===== src/rtl/p_fxp_acc.sv =====
// p_fxp_acc: signed fixed-point dot-product accumulator.
// Collects NUM products (the first one added to a bias), saturating the running
// sum at ACC_PREC bits, then presents the sum narrowed to OUT_PREC bits with
// saturation. Sticky overflow/underflow flags travel with each result.
module p_fxp_acc #(
   parameter int IN_PREC  = 16,
   parameter int ACC_PREC = 24,
   parameter int OUT_PREC = 16,
   parameter int NUM      = 4
) (
   input  logic                clk,
   input  logic                reset_,
   input  logic                in_valid,
   output logic                in_ready,
   input  logic [IN_PREC-1:0]  in,
   input  logic                in_ovf,
   input  logic                in_udf,
   input  logic [ACC_PREC-1:0] bias,
   output logic                out_valid,
   input  logic                out_ready,
   output logic [OUT_PREC-1:0] out,
   output logic                ovf,
   output logic                udf
);

   localparam int CNT_W = (NUM > 1) ? $clog2(NUM) : 1;

   localparam logic [ACC_PREC-1:0] ACC_MAXV = {1'b0, {(ACC_PREC-1){1'b1}}};
   localparam logic [ACC_PREC-1:0] ACC_MINV = {1'b1, {(ACC_PREC-1){1'b0}}};
   localparam logic [OUT_PREC-1:0] OUT_MAXV = {1'b0, {(OUT_PREC-1){1'b1}}};
   localparam logic [OUT_PREC-1:0] OUT_MINV = {1'b1, {(OUT_PREC-1){1'b0}}};

   typedef enum logic {
      S_ACC = 1'b0,
      S_OUT = 1'b1
   } state_t;

   state_t              state;
   logic [CNT_W-1:0]    cnt;
   logic [ACC_PREC-1:0] acc;

   logic                first_term;
   logic                last_term;
   logic                accept;
   logic [ACC_PREC:0]   addend;
   logic [ACC_PREC:0]   in_ext;
   logic [ACC_PREC:0]   sum_wide;
   logic                acc_sat;
   logic [ACC_PREC-1:0] acc_next;
   logic [ACC_PREC-OUT_PREC:0] upper_bits;
   logic                out_sat;
   logic [OUT_PREC-1:0] out_next;

   // Handshake outputs; reset forces in_ready low even before the state settles.
   assign in_ready   = reset_ && (state == S_ACC);
   assign out_valid  = (state == S_OUT);
   assign accept     = in_valid && in_ready;
   assign first_term = (cnt == '0);
   assign last_term  = (cnt == CNT_W'(NUM - 1));

   // Next accumulator value: one guard bit catches overflow, which clamps to the rail
   // matching the true sign (the guard bit), then the narrowed output is derived from it.
   always_comb begin
      addend   = first_term ? {bias[ACC_PREC-1], bias} : {acc[ACC_PREC-1], acc};
      in_ext   = {{(ACC_PREC + 1 - IN_PREC){in[IN_PREC-1]}}, in};
      sum_wide = addend + in_ext;
      acc_sat  = (sum_wide[ACC_PREC] != sum_wide[ACC_PREC-1]);
      acc_next = sum_wide[ACC_PREC-1:0];
      if (acc_sat) begin
         acc_next = sum_wide[ACC_PREC] ? ACC_MINV : ACC_MAXV;
      end
      upper_bits = acc_next[ACC_PREC-1:OUT_PREC-1];
      out_sat    = !((&upper_bits) || !(|upper_bits));
      out_next   = acc_next[OUT_PREC-1:0];
      if (out_sat) begin
         out_next = acc_next[ACC_PREC-1] ? OUT_MINV : OUT_MAXV;
      end
   end

   // Two-state controller: accumulate terms in S_ACC, hold the result in S_OUT
   // until the consumer takes it. Flags restart with term 0 of each vector.
   always_ff @(posedge clk) begin
      if (!reset_) begin
         state <= S_ACC;
         cnt   <= '0;
         acc   <= '0;
         out   <= '0;
         ovf   <= 1'b0;
         udf   <= 1'b0;
      end else begin
         case (state)
            S_ACC: begin
               if (accept) begin
                  acc <= acc_next;
                  ovf <= (ovf && !first_term) || in_ovf || acc_sat || (last_term && out_sat);
                  udf <= (udf && !first_term) || in_udf;
                  if (last_term) begin
                     cnt   <= '0;
                     out   <= out_next;
                     state <= S_OUT;
                  end else begin
                     cnt <= cnt + CNT_W'(1);
                  end
               end
            end
            S_OUT: begin
               if (out_ready) begin
                  state <= S_ACC;
               end
            end
            default: state <= S_ACC;
         endcase
      end
   end

endmodule

===== config.mk =====
export PLATFORM = sky130hd
export DESIGN_NAME = p_fxp_acc
export DESIGN_NICKNAME = d
export VERILOG_FILES = /design/src/rtl/p_fxp_acc.sv
export SDC_FILE = /design/constraint.sdc
export NUM_CORES = 1
export LEC_CHECK = 0
export ABC_AREA = 1
export BUFFER_PORTS_ARGS = -buffer_cell sky130_fd_sc_hd__clkbuf_2
export CAP_MARGIN = 10
export CORE_MARGIN = 3
export CORE_UTILIZATION = 36
export CTS_BUF_LIST = sky130_fd_sc_hd__clkbuf_4 sky130_fd_sc_hd__clkbuf_8
export CTS_CLUSTER_DIAMETER = 200
export CTS_CLUSTER_SIZE = 10
export DETAILED_ROUTE_END_ITERATION = 8
export GPL_TIMING_DRIVEN = 0
export PLACE_DENSITY = 0.55
export SYNTH_ARGS = -nofsm -noshare
export SYNTH_HDL_FRONTEND = slang
export SYNTH_SLANG_ARGS = --single-unit

===== constraint.sdc =====
create_clock -name clk -period 4.2 [get_ports clk]
set_input_delay 0.21 -clock clk [delete_from_list [all_inputs] [get_ports clk]]
set_output_delay 0.21 -clock clk [all_outputs]
set_load 0.01 [all_outputs]

# Word level (Yosys, flattened, before mapping)

Index checks and enable logic that the tools add are counted.

Register bits after elaboration: 45
Bits of input ports: 46
Output and inout bits: 20
Word-level logic and storage cells: 39

Add/subtract/negate cells: 2
Equal/unequal tests: 2
Mux-type cells: 10
Bitwise logic cells: 1
Reduce and logical (&&, ||, !) cells: 18

Operators by type and width:

| operator                                    | count |
|---|---|
| 2-to-1 mux 24 bit                           | 2 |
| 2-to-1 mux 16 bit                           | 2 |
| adder 25 bit                                | 1 |
| 2-to-1 mux 25 bit                           | 1 |
| AND reduction 9 bit                         | 1 |
| OR reduction 9 bit                          | 1 |
| logical AND 1 bit                           | 5 |
| logical OR 1 bit                            | 5 |
| zero test 1 bit                             | 3 |
| 2-to-1 mux 1 bit                            | 3 |
| AND reduction 3 bit                         | 1 |
| adder 2 x 1 -> 2 bit, second input constant | 1 |
| equality test 2 bit, second input constant  | 1 |
| zero test 2 bit                             | 1 |
| 2-to-1 mux 2 bit                            | 1 |
| one-hot mux 1 bit (2 select lines)          | 1 |
| AND reduction 2 bit                         | 1 |
| != test 1 bit                               | 1 |
| NOT 1 bit                                   | 1 |

# Longest topological paths before layout

Word-level depth: 11
Mapped depth: 31

# Worst setup path before layout

No wires, ideal clock.

Kind: reg2reg
Start point: register cnt[0]
End point: register out[0]
Setup time: 0.122 ns
Arrival time: 3.940 ns
Required time: 4.078 ns
Path slack: 0.138 ns
Cell stages (with the launch flop): 27
Clock period less this slack: 4.062 ns
Cell sequence: dfxtp_1 inv_1 ha_1 clkbuf_1 clkbuf_1 nand2_1 o21ai_0 ha_1 nand3_1 nand3_1 nand2_1 nand2_1 nand2_1 nand3_1 nand3_1 nand2_1 xor2_1 inv_1 ha_1 inv_1 clkbuf_1 nand3_1 nand3_1 nand3b_1 a21oi_2 buf_4 a21oi_2

Cells in the longest elaborated chain, start to end: 9
Elaborated cells on any way between the ends: 14
Classes of those cells: add/sub (1); eq/ne (2); mux (5); reduce/logical (6)

Ends and longest elaborated chain:

| what                                                      | line   | source |
|---|---|---|
| start: declaration                                        | 39     | `logic [CNT_W-1:0] cnt;` |
| start signal: assignment                                  | 102    | `cnt <= cnt + CNT_W'(1);` |
| zero test 2 bit                                           | 58     | `assign first_term = (cnt == '0);` |
| 2-to-1 mux 25 bit                                         | 64     | `addend = first_term ? {bias[ACC_PREC-1], bias} : {acc[ACC_PREC-1], acc};` |
| adder 25 bit                                              | 66     | `sum_wide = addend + in_ext;` |
| 2-to-1 mux 24 bit / != test 1 bit (equally long branches) | 70, 67 |  |
| 2-to-1 mux 24 bit                                         | 69     | `if (acc_sat) begin` |
| OR reduction 9 bit                                        | 73     | `out_sat = !((&upper_bits) \|\| !(\|upper_bits));` |
| zero test 1 bit                                           | 73     |  |
| logical OR 1 bit                                          | 73     |  |
| 2-to-1 mux 16 bit                                         | 75     | `if (out_sat) begin` |
| end signal: assignment                                    | 99     | `out <= out_next;` |
| end: declaration                                          | 21     | `output logic [OUT_PREC-1:0] out,` |

Parallel ways exist; a longest one is shown, timed or not.
A chain may end at the register's enable or synchronous reset.

# Worst setup path after layout

Start point: register cnt[0]
End point: register out[9]

The elaborated chain is that of the path after synthesis.

==> flow_metrics.env <==
export IMPL_synth_area_mm2=0.00390
export IMPL_yosysUniqueCellTypes=34
export IMPL_synth_top_area_cell="dfxtp_1"
export IMPL_antenna_left=0
export IMPL_antenna_found_initial=0
export IMPL_multi_input_area_mm2=0.00269
export IMPL_power_density_mw_per_mm2=579
export IMPL_postPlaceCellArea_mm2=0.00440
export IMPL_diodes=0
export IMPL_nets=851
export IMPL_ys_top_cells_by_count="232 x nand2_1, 110 x inv_1, 78 x o21ai_0"
export IMPL_p_leak_nw=2.66
export IMPL_dp_hpwl_mm=10.1
export IMPL_period_minus_slack_ns=3.96
export IMPL_power_frac_comb_pct=71.5
export IMPL_cts_sinks=45
export IMPL_initial_utilization_pct=37.5
export IMPL_final_fill_count=1151
export IMPL_outcome="complete, no violations"
export IMPL_cp_slowest_stage_delay_ns=0.38
export IMPL_async_reset_ff_share_pct=0
export IMPL_synthFlopType="dfxtp_1"
export IMPL_synth_edff_count=0
export IMPL_cts_buffers=5
export IMPL_vdd_drop_max_v=0.000348
export IMPL_drt_initial_drc_count=177
export IMPL_synthDominantCellAreaShare_pct=23.1
export IMPL_clkPwrFrac_pct=9.5
export IMPL_seqCellArea_um2=903
export IMPL_grt_usage_pct=20.3
export IMPL_drv_cap=0
export IMPL_critPathCaptureType="flop"
export IMPL_ioPinCount=66
export IMPL_fmax_mhz=253
export IMPL_power_frac_seq_pct=19.0
export IMPL_clock_root_buffer="clkbuf_8"
export IMPL_internal_power_w=0.00147
export IMPL_skew_ns=0.00843
export IMPL_worstPathArrival_ns=4.14
export IMPL_port_buffers=65
export IMPL_worst_path_max_delay_cell="ha_1"
export IMPL_drc=0
export IMPL_routabilityCongestion=0.925
export IMPL_clkTransAtPathRegs_ns=0.08
export IMPL_cts_path_max_buffers=2
export IMPL_core_region_area_mm2=0.0104
export IMPL_seq_area_frac_synth_pct=23.1
export IMPL_area_delta_synth_final_pct=30.1
export IMPL_hold_class="in -> reg"
export IMPL_final_period_utilization_pct=94.3
export IMPL_layout_drive_gt1_share_pct=27.1
export IMPL_path_class="reg -> reg"
export IMPL_drt_vias_per_instance=4.85
export IMPL_path_buf_inv=7
export IMPL_fp_row_count=37
export IMPL_worst_setup_path_start_kind="flop"
export IMPL_setup_viol=0
export IMPL_slew_headroom_pct=64.2
export IMPL_num_vias=4426
export IMPL_die_h_um=110
export IMPL_hold_violations=0
export IMPL_yosysWarningCount=0
export IMPL_cp_max_fo=10
export IMPL_synth_area_leaders="dfxtp_1 23%, nand2_1 22%, inv_1 11%"
export IMPL_cts_tree="done"
export IMPL_syn_avg_cell_area_um2=5.88
export IMPL_cts_htree_levels=2
export IMPL_routed_wl_mm=12.6
export IMPL_crit_family="simple AND/OR/NAND/NOR gates"
export IMPL_clk_insertion_delay_late_ns=0.29
export IMPL_grt_max_degree=13
export IMPL_cts_hold_buffers=0
export IMPL_holdWs_ns=0.162
export IMPL_dieArea_mm2=0.0121
export IMPL_tightest_slew_ns=0.535
export IMPL_p_switching_w=0.00147
export IMPL_firstDrtPassIters=5
export IMPL_required_ns=4.38
export IMPL_grt_pass1_vias=4054
export IMPL_synth_fp_nets=739
export IMPL_design_area_mm2=0.00508
export IMPL_yosysMostFrequentCell="nand2_1"
export IMPL_wl_per_cell_um=13.8
export IMPL_grt_overflow=0
export IMPL_grt_pass1_wl_mm=19.3
export IMPL_die_width_um=110
export IMPL_synthCells=664
export IMPL_synth_seq_cells=45
export IMPL_swShare_pct=50.0
export IMPL_maxSlewViolCount=0
routing by layer:
layer	vias to the layer above	share of wire, %	global-route usage, %
met2	80	47	34.9
met3	11	3.5	2.33
met5	-	0	0
met4	0	0.87	3.61
met1	2019	49	27.6
li1	2316	-	-
power groups by stage:
stage | logic [W] | clock network (W) | registers, W
floorplan | 0.00129 | 0 | 0.000563
global route | 0.00236 | 0.000298 | 0.000566
CTS | 0.00193 | 0.000283 | 0.000557
global placement | 0.00172 | 0 | 0.000564
finish | 0.00210 | 0.000279 | 0.000558
detailed placement | 0.00173 | 0 | 0.000567
worst register-to-register path: cells and delay by family, from the launching register on:
kind	cells	cell delay [ns]
simple gates	12	1.19
buf+inv	7	0.84
fa+ha+maj	3	0.83
compound gates	3	0.47
flops	1	0.34
xor+xnor	1	0.18
logic make-up (layout without fill, tap and decap cells):
family / after synthesis / count (layout) / synth area share, %
AO/OA/AOI/OAI: 122 / 122 / 17.1
XOR/XNOR: 4 / 4 / 0.897
adder cells (fa/ha/maj): 29 / 29 / 9.48
buffers and inverters: 128 / 240 / 13.0
flip-flops: 45 / 45 / 23.1
AND/OR/NAND/NOR: 336 / 336 / 36.4
final timing paths:
path / start / endpoint / slack [ns] / depth (start not counted)
worst max-delay path: cnt[0] / out[9] / 0.24 / 26
worst min-delay path: in_udf / udf / 0.16 / 3
worst max register to register: cnt[0] / out[9] / 0.24 / 26
worst min register to register: acc[23] / acc[23] / 0.47 / 2
repair_timing:
action,in CTS,in global routing
pin swaps,15,40
resized for setup,40,51
cloned,1,0
endpoints found under the setup margin,40,28
setup buffers,18,21
area by class of cell:
class	instances	share of cell area, %
plain buffers	17	2.86
repair buffers	105	13.0
clock buffers	7	1.77
well taps	136	3.35
multi-input cells	491	53.0
inverters	111	8.20
flip-flops and latches	45	17.8
state kept, by name, summed over array words and instances (netlist names):
signal     cells
acc           24
out_valid      1
cnt            2
out           16
udf            1
ovf            1
cells in the final DEF (no fill, tap or decap), types with 3 or more instances in the layout:
cell type / synthesis / routed
a21oi_1: 26 / 24
a21oi_2: 12 / 13
buf_4: 1 / 37
buf_8: 0 / 3
clkbuf_1: 11 / 5
clkbuf_2: 0 / 67
clkbuf_8: 0 / 8
dfxtp_1: 45 / 43
ha_1: 28 / 24
inv_1: 110 / 105
inv_2: 0 / 5
nand2_1: 232 / 211
nand2_2: 16 / 36
nand3_1: 32 / 22
nand3_2: 0 / 8
nand3_4: 1 / 3
nand3b_1: 4 / 4
nand4_1: 5 / 5
nor2_1: 34 / 30
nor2_2: 5 / 7
o21ai_0: 78 / 66
o21ai_1: 0 / 10
xnor2_1: 3 / 3
per-stage QoR:
stage | cells | setup WS (ns) | utilization, % | power (W) | setup TNS (ns)
after global placement | 865 | -1.18 | 42.2 | 0.00229 | -27.66
final | 912 | 0.240 | 48.8 | 0.00294 | 0
after detailed placement | 865 | -1.28 | 42.2 | 0.00230 | -31.24
after CTS | 891 | 0.00804 | 46.1 | 0.00277 | 0
after global routing | 912 | -0.0202 | 48.8 | 0.00323 | -0.0371
after floorplan | 664 | 0.138 | - | 0.00185 | 0
No activity file was read; power rests on OpenSTA's default activity.
